===== src/rtl/seg_pkg.sv =====
// Shared seven-segment constants (active-low, bit order gfedcba) and the
// capture FSM state type, used by both the encoder and the scan capture.
package seg_pkg;

  localparam logic [6:0] SEG_0     = 7'b1000000;
  localparam logic [6:0] SEG_1     = 7'b1111001;
  localparam logic [6:0] SEG_2     = 7'b0100100;
  localparam logic [6:0] SEG_3     = 7'b0110000;
  localparam logic [6:0] SEG_4     = 7'b0011001;
  localparam logic [6:0] SEG_5     = 7'b0010010;
  localparam logic [6:0] SEG_6     = 7'b0000010;
  localparam logic [6:0] SEG_7     = 7'b1111000;
  localparam logic [6:0] SEG_8     = 7'b0000000;
  localparam logic [6:0] SEG_9     = 7'b0011000;
  localparam logic [6:0] SEG_A     = 7'b0001000;
  localparam logic [6:0] SEG_B     = 7'b0000011;
  localparam logic [6:0] SEG_C     = 7'b1000110;
  localparam logic [6:0] SEG_D     = 7'b0100001;
  localparam logic [6:0] SEG_E     = 7'b0000110;
  localparam logic [6:0] SEG_F     = 7'b0001110;
  localparam logic [6:0] SEG_BLANK = 7'b1111111;

  // Indexed by nibble value.
  localparam logic [15:0][6:0] SEG_HEX = {
    SEG_F, SEG_E, SEG_D, SEG_C, SEG_B, SEG_A, SEG_9, SEG_8,
    SEG_7, SEG_6, SEG_5, SEG_4, SEG_3, SEG_2, SEG_1, SEG_0
  };

  typedef enum logic [1:0] {
    IDLE  = 2'd0,
    COUNT = 2'd1,
    HELD  = 2'd2
  } cap_state_e;

endpackage


===== src/rtl/seg_pattern_to_nibble.sv =====
// Inverse of the segment encoder table: maps an active-low pattern to a
// nibble, flagging the all-off pattern and anything outside the table.
module seg_pattern_to_nibble
  import seg_pkg::*;
(
  input  logic [6:0] seg,
  output logic [3:0] nibble,
  output logic       is_blank,
  output logic       is_err
);

  always_comb begin
    nibble   = 4'd0;
    is_blank = 1'b0;
    is_err   = 1'b1;
    if (seg == SEG_BLANK) begin
      is_blank = 1'b1;
      is_err   = 1'b0;
    end else begin
      for (int k = 0; k < 16; k++) begin
        if (seg == SEG_HEX[k]) begin
          nibble = 4'(k);
          is_err = 1'b0;
        end
      end
    end
  end

endmodule


===== src/rtl/seg_scan_capture.sv =====
// Recovers the hex digits shown on a multiplexed active-low seven-segment
// bus, capturing each digit only after it has been stable for a while.
module seg_scan_capture
  import seg_pkg::*;
#(
  parameter int DIGITS        = 4,
  parameter int STABLE_CYCLES = 4
) (
  input  logic                  clk,
  input  logic                  reset,
  input  logic [6:0]            seg,
  input  logic [DIGITS-1:0]     an,
  output logic [4*DIGITS-1:0]   value,
  output logic [DIGITS-1:0]     blank,
  output logic [DIGITS-1:0]     digit_err,
  output logic                  frame_valid
);

  localparam logic [3:0] STABLE_C = 4'(STABLE_CYCLES);

  logic [6:0]              s_seg_q, p_seg_q;
  logic [DIGITS-1:0]       s_an_q, p_an_q;
  logic [DIGITS-1:0]       sel;
  logic                    valid, changed, cap;
  cap_state_e              state_q, state_d;
  logic [3:0]              cnt_q, cnt_d;
  logic [DIGITS-1:0][3:0]  value_q, value_d;
  logic [DIGITS-1:0]       blank_q, blank_d, err_q, err_d, seen_q, seen_d, seen_nxt;
  logic                    fv_q, fv_d;
  logic [3:0]              nib;
  logic                    is_blank, is_err;

  always_ff @(posedge clk or posedge reset) begin
    if (reset) begin
      s_seg_q <= SEG_BLANK;
      p_seg_q <= SEG_BLANK;
      s_an_q  <= '1;
      p_an_q  <= '1;
    end else begin
      s_seg_q <= seg;
      p_seg_q <= s_seg_q;
      s_an_q  <= an;
      p_an_q  <= s_an_q;
    end
  end

  assign sel     = ~s_an_q;
  assign valid   = (sel != '0) && ((sel & (sel - 1'b1)) == '0);
  assign changed = {s_an_q, s_seg_q} != {p_an_q, p_seg_q};

  always_comb begin
    state_d = state_q;
    cnt_d   = cnt_q;
    cap     = 1'b0;
    case (state_q)
      IDLE: begin
        cnt_d = 4'd0;
        if (valid) begin
          state_d = COUNT;
          cnt_d   = 4'd1;
        end
      end
      COUNT: begin
        if (!valid) begin
          state_d = IDLE;
          cnt_d   = 4'd0;
        end else if (changed) begin
          cnt_d = 4'd1;
        end else begin
          cnt_d = cnt_q + 4'd1;
          if (cnt_q + 4'd1 == STABLE_C) begin
            cap     = 1'b1;
            state_d = HELD;
          end
        end
      end
      HELD: begin
        if (!valid) begin
          state_d = IDLE;
          cnt_d   = 4'd0;
        end else if (changed) begin
          state_d = COUNT;
          cnt_d   = 4'd1;
        end
      end
      default: begin
        state_d = IDLE;
        cnt_d   = 4'd0;
      end
    endcase
  end

  always_ff @(posedge clk or posedge reset) begin
    if (reset) begin
      state_q <= IDLE;
      cnt_q   <= 4'd0;
    end else begin
      state_q <= state_d;
      cnt_q   <= cnt_d;
    end
  end

  seg_pattern_to_nibble u_dec (
    .seg      (s_seg_q),
    .nibble   (nib),
    .is_blank (is_blank),
    .is_err   (is_err)
  );

  // sel is one-hot whenever cap is set, so only the driven digit is touched.
  always_comb begin
    value_d  = value_q;
    blank_d  = blank_q;
    err_d    = err_q;
    seen_d   = seen_q;
    seen_nxt = seen_q | sel;
    fv_d     = 1'b0;
    if (cap) begin
      for (int i = 0; i < DIGITS; i++) begin
        if (sel[i]) begin
          if (!is_err) value_d[i] = nib;
          blank_d[i] = is_blank;
          err_d[i]   = is_err;
        end
      end
      if (&seen_nxt) begin
        fv_d   = 1'b1;
        seen_d = '0;
      end else begin
        seen_d = seen_nxt;
      end
    end
  end

  always_ff @(posedge clk or posedge reset) begin
    if (reset) begin
      value_q <= '0;
      blank_q <= '0;
      err_q   <= '0;
      seen_q  <= '0;
      fv_q    <= 1'b0;
    end else begin
      value_q <= value_d;
      blank_q <= blank_d;
      err_q   <= err_d;
      seen_q  <= seen_d;
      fv_q    <= fv_d;
    end
  end

  assign value       = value_q;
  assign blank       = blank_q;
  assign digit_err   = err_q;
  assign frame_valid = fv_q;

endmodule


===== config.mk =====
export PLATFORM = sky130hd
export DESIGN_NAME = seg_scan_capture
export DESIGN_NICKNAME = d
export VERILOG_FILES = /design/src/rtl/seg_pkg.sv /design/src/rtl/seg_pattern_to_nibble.sv /design/src/rtl/seg_scan_capture.sv
export SDC_FILE = /design/constraint.sdc
export NUM_CORES = 1
export LEC_CHECK = 0
export BUFFER_PORTS_ARGS = -buffer_cell sky130_fd_sc_hd__buf_2
export CORE_MARGIN = 2
export CORE_UTILIZATION = 42
export CTS_CLUSTER_DIAMETER = 50
export CTS_CLUSTER_SIZE = 24
export DETAILED_ROUTE_END_ITERATION = 12
export PLACE_DENSITY_LB_ADDON = 0.05
export SLEW_MARGIN = 40
export SYNTH_ARGS = -nofsm -noshare
export SYNTH_HDL_FRONTEND = slang
export SYNTH_SLANG_ARGS = --single-unit

===== constraint.sdc =====
create_clock -name clk -period 3.1 [get_ports clk]
set_input_delay 0.62 -clock clk [delete_from_list [all_inputs] [get_ports clk]]
set_output_delay 0.62 -clock clk [all_outputs]
set_load 0.05 [all_outputs]

Yosys cells after proc, flatten, opt, wreduce, memory -nomap -nowiden
Index checks and enable logic that the tools add are counted.
{ "totals": {"register_bits": 57, "latch_bits": 0, "ram_bits": 0, "romBits": 0, "output_inout_bits": 25, "word_cells": 119, "mem_count": 0} }
{ "classes": {"addsub": 2, "mul": 0, "n_div": 0, "n_lt_le_gt_ge": 0, "n_eq_ne": 24, "shift": 0, "muxes": 54, "bitwise": 4, "reduce_logical": 15} }
{ "ops": {"columns": ["cell", "n"], "rows": [
  ["4-bit two-way mux", 14],
  ["7-bit equality test (second input constant)", 5],
  ["1-bit two-way mux", 26],
  ["7-bit by 5-bit equality test with 1-bit output (second input constant)", 3],
  ["7-bit by 6-bit equality test with 1-bit output (second input constant)", 3],
  ["2-bit two-way mux", 8],
  ["7-bit by 2-bit equality test with 1-bit output (second input constant)", 2],
  ["7-bit by 4-bit equality test with 1-bit output (second input constant)", 2],
  ["3-bit two-way mux", 4],
  ["4-bit case mux with 3 select lines", 1],
  ["3-bit AND reduction", 4],
  ["11-bit != test", 1],
  ["3-bit != test (second input constant)", 3],
  ["2-bit AND reduction", 4],
  ["4-bit AND reduction", 2],
  ["7-bit by 3-bit equality test with 1-bit output (second input constant)", 1],
  ["7-bit logical NOT", 1],
  ["2-bit case mux with 3 select lines", 1],
  ["4-bit by 1-bit adder with 4-bit output (second input constant)", 1],
  ["4-bit bitwise AND", 1],
  ["4-bit by 3-bit equality test with 1-bit output (second input constant)", 1],
  ["4-bit logical NOT", 1],
  ["4-bit NOT", 1],
  ["4-bit bitwise OR", 1],
  ["8 further kinds", 8]
]} }

Longest topological paths before layout
Gate-level depths: netlist (run 1).
{ "logic_depth": {"word_depth": 20, "mapped_depth": 8, "mapped_depth_nobuf": 6} }

Cells and area by module
A second synthesis (run 1) with hierarchy kept.
{ "hier_totals": {"hier_cells": 211, "hier_area_um2": 2706.3} }
{ "modules_own_cells": {"columns": ["mod", "n_inst", "cells_per_inst", "area_per_inst_um2", "seq_area_each_um2"], "rows": [
  ["seg_scan_capture", 1, 150, 2228.4, 1453.9],
  ["seg_pattern_to_nibble", 1, 61, 478.0, 0.0]
]} }

Worst setup path before layout (run 1)
No wires, ideal clock.
{ "synth_timing": {"path_kind": "reg2reg", "start": "reg s_an_q[3]", "end": "reg value_q (netlist bit value[10])", "setup_time_ns": 0.134, "t_arrival_ns": 1.965, "required_ns": 2.966, "setup_slack_ns": 1.001, "stages_incl_launch_ff": 8, "period_less_slack_ns": 2.099, "cell_sequence": "dfstp_2 xor2_1 nor4_2 nand3_2 buf_6 or4_4 o21ai_2 o21ai_1"} }
{ "synth_via": {"elab_chain_len": 8, "word_cells_on_any_way": 11, "classes_between": "add/sub: 1; eq/ne: 1; mux: 3; bitwise: 2; reduce/logical: 4"} }
{ "synth_lines": {"columns": ["item", "line_no", "text"], "rows": [
  ["from (decl)", "seg_scan_capture.sv:22", "logic [DIGITS-1:0] s_an_q, p_an_q;"],
  ["from (signal assigned)", "seg_scan_capture.sv:42", "s_an_q <= an;"],
  ["4-bit NOT", "seg_scan_capture.sv:47", "assign sel = ~s_an_q;"],
  ["4-bit by 1-bit subtractor with 4-bit output", "seg_scan_capture.sv:48", "assign valid = (sel != '0) && ((sel & (sel - 1'b1)) == '0);"],
  ["4-bit bitwise AND", "seg_scan_capture.sv:48", null],
  ["4-bit logical NOT", "seg_scan_capture.sv:48", null],
  ["1-bit logical AND", "seg_scan_capture.sv:48", null],
  ["1-bit two-way mux *", "seg_scan_capture.sv:64", "if (!valid) begin"],
  ["1-bit two-way mux *", "seg_scan_capture.sv:55", "case (state_q)"],
  ["3-bit AND reduction (no source line) *", null, null],
  ["to (signal assigned)", "seg_scan_capture.sv:143", "value_q <= value_d;"],
  ["to (decl)", "seg_scan_capture.sv:27", "logic [DIGITS-1:0][3:0] value_q, value_d;"]
]} }
Every way passes the cells marked *; elsewhere a longest branch is shown, timed or not.
A chain may end at the register's enable or synchronous reset.

Worst setup path after layout (run 1)
{ "layout_timing": {"start": "reg s_seg_q[0]", "end": "reg value_q (netlist bit value[2])"} }
{ "layout_via": {"elab_chain_len": 20, "word_cells_on_any_way": 53, "classes_between": "eq/ne: 17; mux: 33; bitwise: 1; reduce/logical: 2"} }
{ "layout_lines": {"columns": ["item", "line_no", "text"], "rows": [
  ["from (decl)", "seg_scan_capture.sv:21", "logic [6:0] s_seg_q, p_seg_q;"],
  ["from (signal assigned)", "seg_scan_capture.sv:40", "s_seg_q <= seg;"],
  ["7-bit equality test", "seg_pattern_to_nibble.sv:21", "if (seg == SEG_HEX[k]) begin"],
  ["1-bit two-way mux (16 in a row)", "seg_pattern_to_nibble.sv:21", null],
  ["1-bit two-way mux", "seg_pattern_to_nibble.sv:16", "if (seg == SEG_BLANK) begin"],
  ["1-bit NOT (no source line)", null, null],
  ["3-bit AND reduction (no source line)", null, null]
]} }
Several ways; a longest one is shown, not always the timed one.

==> flow_metrics.tcl, run 1 <==
set metrics [dict create \
    slowest_delay_ps 730 \
    place.gp.congestion 0.7843 \
    seqPwrFrac_pct 48.7 \
    ys_ff_latch 57 \
    grt_overflow 0 \
    grt_max_degree 47 \
    n_antenna_cell 0 \
    cap_violations 0 \
    numCtsBuffers 9 \
    antenna_found_initial 0 \
    status "finished, final reports clean" \
    synth-simple-area-share_pct 21.87 \
    intPower_uw 1267 \
    area_growth_pct 15.56 \
    post-place-ws_ps 435.5 \
    critPathRequiredTime_ps 3300 \
    drc 0 \
    path_depth 6 \
    cts_setup_buffers 0 \
    cp_max_fo 17 \
    h-tree-depth 3 \
    core-area_um2 6756 \
    grt_pass1_wl_um 10510 \
    synth_top_area_share_pct 30.08 \
    max-vdd-ir-drop_uv 316.6 \
    critPathCapture "value[2]" \
    synth_area_leaders "dfrtp_1, dfstp_2, xor2_1" \
    die_h_um 87.26 \
    ant_nets 0 \
    grt_pass1_vias 2091 \
    fin_crit_sh_pct 84.72 \
    io_buffer_count 37 \
    yosysWarnings 0 \
    crit_path_end_kind "flip-flop" \
    cp-start-kind "flip-flop" \
    pin_count 38 \
    yosysTopAreaCell "dfrtp_1" \
    switching_power_uw 397.3 \
    combPwrFrac_pct 6.4 \
    final_hold_viol_count 0 \
    drtPass1Iterations 4 \
    synth.distinct_cells 60 \
    period_needed_ps 2626 \
    synth_xor_area_share_pct 4.813 \
    hold_class "in2async" \
    first_iter_violations 76 \
    leakagePower_uw 0.001551 \
    cts_tree "built" \
    layout-drive-gt1-share_pct 31.13 \
    synth.net_count 291 \
    cp_top_family "simple AND/OR/NAND/NOR gates" \
    start_util_pct 43.09 \
    cts_resized 0 \
    final_area_um2 3364 \
    synth_compound_area_share_pct 16.16 \
    rr_endpoint "value[2]" \
    fmax_mhz 380.8 \
    clock_sinks 57 \
    fin_tns_setup_ps 0 \
    path_cells "xor2_1, nor4_2, nand3_2, or4_1, o21ai_0, o21ai_1" \
    vias 2124 \
    grt_use_total_pct 18.25 \
    finClkSkew_ps 11.70 \
    switching_share_pct 23.87 \
    setup_viol 0 \
    synth.mux.area_fraction_pct 1.719 \
    cp.arrival_ps 2830 \
    yosysMostFrequentCell "dfrtp_1" \
    synth_edf_count 0 \
    p_per_area_nw_per_um2 494.8 \
    place_area_um2 3136 \
    clkPwrFrac_pct 44.9 \
    syn-cell-area_um2 2912 \
    routed_via_density 5.337 \
    synth_top_family_by_area "simple AND/OR/NAND/NOR gates" \
    setup_slack_ps 473.8 \
    synth_cells 276 \
    worstMarginPinSlew_ps 739.1 \
    synth-main-ff-cell "dfrtp_1" \
    slew_viol_final 0 \
    ctsLongestPathBuffers 2 \
    reg2reg_from "s_seg_q[0]" \
    avgSynthCellArea_um2 10.55 \
    wl_um 6155 \
    dieArea_um2 7614 \
    r2r_cells 6 \
    regToRegSetupSlack_ps 470 \
    dp_hpwl_um 4386 \
    maxSlewHeadroom_pct 50.73 \
    cts_hold_buf 0 \
    path_buf_inv 0 \
    async_flop_share_pct 100.0 \
    ys_seq_area_share_pct 49.94 \
    clock_latency_ps 330 \
    post_drt_wl_per_cell_um 15.46 \
    cp_slowest_cell "dfstp_2" \
    synth_common_cells "dfrtp_1, nand2_1, dfstp_2" \
    rsz0062_at_grt "false" \
    clk_pin_slew_worst_paths_ps 70 \
    nets 328 \
    yosys.area_share.adder_pct 0.8595 \
    worstSetupStartpoint "s_seg_q[0]" \
    fp.dieW_um 87.26 \
    cts-root-buf "clkbuf_8" \
    num_rows 30 \
    crit_type "reg2reg" \
]
==> power by group through the flow <==
stage | clock network (uW) | logic [uW] | registers, uW
finish | 747 | 106 | 811
global placement | 0 | 107 | 825
detailed placement | 0 | 107 | 824
global route | 817 | 119 | 816
floorplan | 0 | 103 | 799
CTS | 776 | 108 | 812
==> cells in the final DEF (no fill, tap or decap), types with 5 or more instances in the layout <==
master and count:
buf_2 37, dfrtp_1 35, nand2_1 31, dfstp_2 22, a21oi_1 21, nor2_1 18
xor2_1 14, clkbuf_8 12, o21ai_1 10, inv_1 9, nor3_1 6, nand3_1 6
nor4_4 5, o21ai_0 5, mux2i_1 5
==> routing by layer <==
metal	up-vias	global-route usage, %	wire [um]
li1	1058	-	-
met2	36	27.41	2915
met5	-	0	0
met3	7	5.687	174
met4	0	6.713	85
met1	1023	24.79	2980
==> logic make-up (layout without fill, tap and decap cells) <==
family,after synthesis,in the layout
AND/OR/NAND/NOR,104,104
AO/OA/AOI/OAI,66,66
flip-flops,57,57
buffers and inverters,26,68
XOR/XNOR,16,16
multiplexers,5,5
adder cells (fa/ha/maj),2,2
==> registers in the layout (all words and copies together), names as in the netlist <==
signal / cells
blank: 4
s_an_q: 4
cnt_q: 4
p_seg_q: 7
p_an_q: 4
digit_err: 4
seen_q: 4
state_q: 2
frame_valid: 1
value: 16
s_seg_q: 7
==> worst min path at each step <==
stage / slack, ps / from / endpoint / depth (start not counted)
detailed placement: 390 / s_an_q[0] / p_an_q[0] / 0
finish: 350 / reset / state_q[0] / 2
global route: 340 / seg[4] / s_seg_q[4] / 1
CTS: 360 / reset / frame_valid / 2
global placement: 400 / s_an_q[0] / p_an_q[0] / 0
floorplan: 350 / s_seg_q[3] / p_seg_q[3] / 0
==> metrics by stage <==
step / hold WS [ps] / total power (uW) / util (%) / std cells
2_1_floorplan: 351.9 / 901.4 / - / 276
3_3_place_gp: 397.4 / 931.8 / 46.37 / 382
3_5_place_dp: 390.2 / 931.7 / 46.41 / 382
4_1_cts: 355.3 / 1695 / 49.80 / 398
5_1_grt: 342.3 / 1752 / 49.80 / 398
6_report: 353.6 / 1665 / 49.80 / 398
==> worst reg2reg max path, stage by stage (launching register included) <==
cell and delay (ps):
dfstp_2 730, xor2_1 130, nor4_2 300, nand3_2 380
or4_1 690, o21ai_0 170, o21ai_1 90
==> area by class of cell <==
class | count | area (um^2)
flip-flops and latches | 57 | 1454
clock inverters | 2 | 13.76
inverters | 11 | 43.79
clock buffers | 14 | 215.2
well taps | 80 | 100.1
repair buffers | 41 | 215.2
multi-input cells | 193 | 1323
fillers | 657 | 3392
Power figures use the tool's default switching activity.
==> inputs of run 2 (changes only) <==
- clock period: 3.1 -> 2.4 ns (I/O delays scaled with it)
==> flow_metrics.tcl, run 2 (synthesis results as in run 1) <==
set metrics [dict create \
    layout-drive-gt1-share_pct 34.53 \
    nets 343 \
    setup_viol 0 \
    vias 2189 \
    cts_hold_buf 0 \
    dp_hpwl_um 4579 \
    cp_max_fo 16 \
    cts_tree "built" \
    final_area_um2 3475 \
    setup_slack_ps 120.8 \
    status "finished, final reports clean" \
    worstSetupStartpoint "s_seg_q[5]" \
    first_iter_violations 59 \
    busiest_layer "met2" \
    n_antenna_cell 0 \
    pin_count 38 \
    use_met3_pct 4.929 \
    dieArea_um2 7614 \
    cap_violations 0 \
    crit_type "reg2reg" \
    fp.dieW_um 87.26 \
    antenna_found_initial 0 \
    n_fill_cell 648 \
    final_hold_viol_count 0 \
    place_area_um2 3228 \
    fmax_mhz 438.8 \
    maxSlewHeadroom_pct 66.74 \
    die_h_um 87.26 \
    num_rows 30 \
    place.gp.congestion 0.7901 \
    grt_pass1_vias 2120 \
    cp_top_family "compound AO/OA/AOI/OAI gates" \
    drc 0 \
    p_per_area_nw_per_um2 582.6 \
    period_needed_ps 2279 \
    area_growth_pct 19.34 \
    h-tree-depth 3 \
    largest_register_ffs 16 \
    reg2reg_from "s_seg_q[5]" \
    cp-start-kind "flip-flop" \
    holdWs_ps 122.4 \
    wl_um 6299 \
    grt_pass1_wl_um 10480 \
    io_buffer_count 37 \
    finClkSkew_ps 12.32 \
    clk_pin_slew_worst_paths_ps 60 \
    leakagePower_uw 0.001610 \
    clock_latency_ps 330 \
    numCtsBuffers 9 \
    use_met2_pct 28.03 \
    clock_sinks 57 \
    drtPass1Iterations 4 \
    start_util_pct 43.09 \
    fin_crit_sh_pct 94.97 \
    final_common_cell "buf_2" \
    crit_path_end_kind "flip-flop" \
    ant_nets 0 \
    hold_class "in2async" \
    final_cell_mix "buf_2, dfrtp_1, nand2_1, dfstp_2, a21oi_1" \
    grt_overflow 0 \
    post_drt_wl_per_cell_um 15.25 \
    grt_use_total_pct 17.85 \
    cp_slowest_cell "or4b_1" \
    fin_cells 413 \
    grt_max_degree 28 \
    post-place-ws_ps -10.77 \
    cp.arrival_ps 2470 \
    grt_use_met1_pct 24.09 \
    path_buf_inv 0 \
    slew_viol_final 0 \
    cts-root-buf "clkbuf_8" \
    worstMarginPinSlew_ps 498.9 \
    core-area_um2 6756 \
    routed_via_density 5.300 \
    path_cells "or4b_1, o32ai_2, a221oi_4, a221oi_2, a21oi_1" \
    critPathRequiredTime_ps 2590 \
    fin_util_pct 51.43 \
    ctsLongestPathBuffers 2 \
    placed_cells_incl_taps 393 \
    slowest_delay_ps 590 \
    max-vdd-ir-drop_uv 389.2 \
]
[run 2: cell types whose count changed in the layout (fill, tap and decap cells not counted), moves of 2 or more]
cell,delta
clkbuf_1,+2
a21oi_1,-2
a21oi_2,+2
clkbuf_16,-2
dfstp_2,-2
buf_4,+14
dfstp_4,+2
[run 2: cell type report]
class                   count  area [um^2]  area share (%)
well taps                  80        100.1           2.881
clock inverters             2        12.51          0.3601
flip-flops and latches     57         1461           42.06
inverters                  11        41.29           1.188
repair buffers             56        340.3           9.795
clock buffers              14        172.7           4.969
multi-input cells         193         1346           38.75
[run 2: metrics by stage]
step / setup TNS, ps / power [uW]
floorplan: 0 / 1164
global placement: 0 / 1214
detailed placement: -10.77 / 1212
CTS: 0 / 2050
global route: -3.909 / 2127
finish: 0 / 2024
[run 2: layer usage]
metal	up-vias	part of all wire [%]
met4	0	0.62
met5	-	0
met3	4	2.8
met1	1070	47
li1	1088	-
met2	27	49
[run 2: final timing paths]
check,to,slack [ps],cells past startpoint
min in group clk,s_an_q[2],240,1
worst min register to register,p_an_q[0],400,0
worst max register to register,value[9],120,5
worst min-delay path,seen_q[1],120,2
max in group asynchronous,blank[0],1600,3
worst max-delay path,value[9],120,5
[run 2: report_power, final]
group	switching (uW)	internal [uW]	leakage, uW	total [uW]
clock	362	458	0.0000927	820
sequential	38.9	1000	0.000720	1040
combinational	99.5	65.5	0.000798	165
total	500	1520	0.00161	2020
[run 2: timing repair]
item | in CTS | in global routing
hold endpoints to repair | 0 | 0
buffers inserted | 0 | 4
endpoints found under the setup margin | 4 | 13
gates cloned | 0 | 0
resized for setup | 1 | 5
pin swaps | 0 | 3
==> inputs of run 3 (changes only) <==
- CTS_BUF_LIST: default -> sky130_fd_sc_hd__clkbuf_16
==> flow_metrics.tcl, run 3 (synthesis results as in run 1) <==
set metrics [dict create \
    place.gp.congestion 0.7901 \
    worstMarginPinSlew_ps 506.4 \
    grt_use_total_pct 17.88 \
    area_growth_pct 21.27 \
    ant_nets 0 \
    antenna_found_initial 0 \
    grt_max_degree 28 \
    final_cell_mix "buf_2, dfrtp_1, nand2_1, dfstp_2, a21oi_1" \
    slowest_delay_ps 570 \
    wl_um 6333 \
    p_total_uw 2279 \
    fp.dieW_um 87.26 \
    crit_path_end_kind "flip-flop" \
    grt_pass1_vias 2109 \
    regToRegSetupSlack_ps 140 \
    cap_violations 0 \
    first_iter_violations 55 \
    slew_viol_final 0 \
    cp_slowest_cell "dfstp_2" \
    switching_share_pct 23.68 \
    r2r_cells 7 \
    period_needed_ps 2263 \
    start_util_pct 43.09 \
    num_rows 30 \
    finClkSkew_ps 5.887 \
    leakagePower_uw 0.001634 \
    grt_pass1_wl_um 10510 \
    final_hold_viol_count 0 \
    dieArea_um2 7614 \
    maxSlewHeadroom_pct 66.24 \
    h-tree-depth 3 \
    clk_pin_slew_worst_paths_ps 50 \
    dp_hpwl_um 4579 \
    ctsLongestPathBuffers 2 \
    cts_tree "built" \
    numCtsBuffers 9 \
    max-vdd-ir-drop_uv 489.0 \
    cp_max_fo 10 \
    vias 2208 \
    setup_viol 0 \
    fin_crit_sh_pct 94.31 \
    p_per_area_nw_per_um2 645.5 \
    critPathRequiredTime_ps 2580 \
    status "finished, final reports clean" \
    combPwrFrac_pct 7.1 \
    clock_latency_ps 310 \
    nets 340 \
    switching_power_uw 539.7 \
    pin_count 38 \
    path_buf_inv 2 \
    largest_register_ffs 16 \
    intPower_uw 1740 \
    cp.arrival_ps 2450 \
    drc 0 \
    cp-start-kind "flip-flop" \
    path_cells "inv_1, nor4_1, a21oi_2, buf_4, nor4_4, nand2_1, mux2i_1" \
    routed_via_density 5.385 \
    fin_util_pct 52.26 \
    core-area_um2 6756 \
    post_drt_wl_per_cell_um 15.45 \
    cp_top_family "simple AND/OR/NAND/NOR gates" \
    final_common_cell "buf_2" \
    n_antenna_cell 0 \
    hold_class "in2async" \
    drtPass1Iterations 4 \
    reg2reg_from "s_an_q[0]" \
    clkPwrFrac_pct 47.2 \
    fin_tns_setup_ps 0 \
    layout-drive-gt1-share_pct 33.03 \
    fmax_mhz 441.8 \
    clock_sinks 57 \
    seqPwrFrac_pct 45.7 \
    crit_type "reg2reg" \
    cts-root-buf "clkbuf_16" \
    die_h_um 87.26 \
    grt_overflow 0 \
    rr_endpoint "value[4]" \
    io_buffer_count 37 \
]
run 3: layout make-up:
cell class / count / area (um^2)
Sequential cell: 57 / 1458
Clock inverter: 7 / 31.28
Inverter: 11 / 41.29
Clock buffer: 9 / 225.2
Timing Repair Buffer: 53 / 317.8
Fill cell: 638 / 3226
Multi-Input combinational cell: 193 / 1358
Tap cell: 80 / 100.1
run 3: layer usage:
layer	vias up	share of wire (%)	global-route usage [%]
met4	0	0.43	5.455
met3	4	3.6	4.360
met1	1068	46	24.50
met2	49	50	28.10
met5	-	0	0
li1	1087	-	-
run 3: worst max-delay path by stage:
stage                     startpoint   endpoint  slack [ps]  cells past startpoint
after detailed placement  s_seg_q[5]   value[4]         -10                      6
after global placement    s_seg_q[5]  value[12]          30                      6
after global routing      s_seg_q[2]   value[2]          -7                      6
after floorplan            s_an_q[3]  value[10]         300                      7
after CTS                 s_seg_q[5]   value[0]          20                      6
final                      s_an_q[0]   value[4]         140                      7
run 3: through the flow:
stage | instance area [um^2] | instances | hold WS, ps | worst slack, ps
floorplan | 2912 | 276 | 351.9 | 301.4
global placement | 3228 | 393 | 390.9 | 28.36
detailed placement | 3228 | 393 | 389.6 | -10.77
CTS | 3492 | 409 | 138.9 | 20.93
global route | 3531 | 410 | 158.1 | -7.181
finish | 3531 | 410 | 143.6 | 136.6
run 3: repair_timing:
action,4_1_cts,5_1_grt
endpoints found under the setup margin,3,13
gates resized for setup,1,5
pin swaps,0,3
buffers inserted,0,1
hold buffers,0,0
run 3: power by group through the flow:
stage | registers [uW] | clock network, uW | logic [uW]
final | 1040 | 1080 | 163
after floorplan | 1030 | 0 | 133
after detailed placement | 1060 | 0 | 157
after CTS | 1040 | 1110 | 159
after global routing | 1050 | 1160 | 180
after global placement | 1060 | 0 | 158
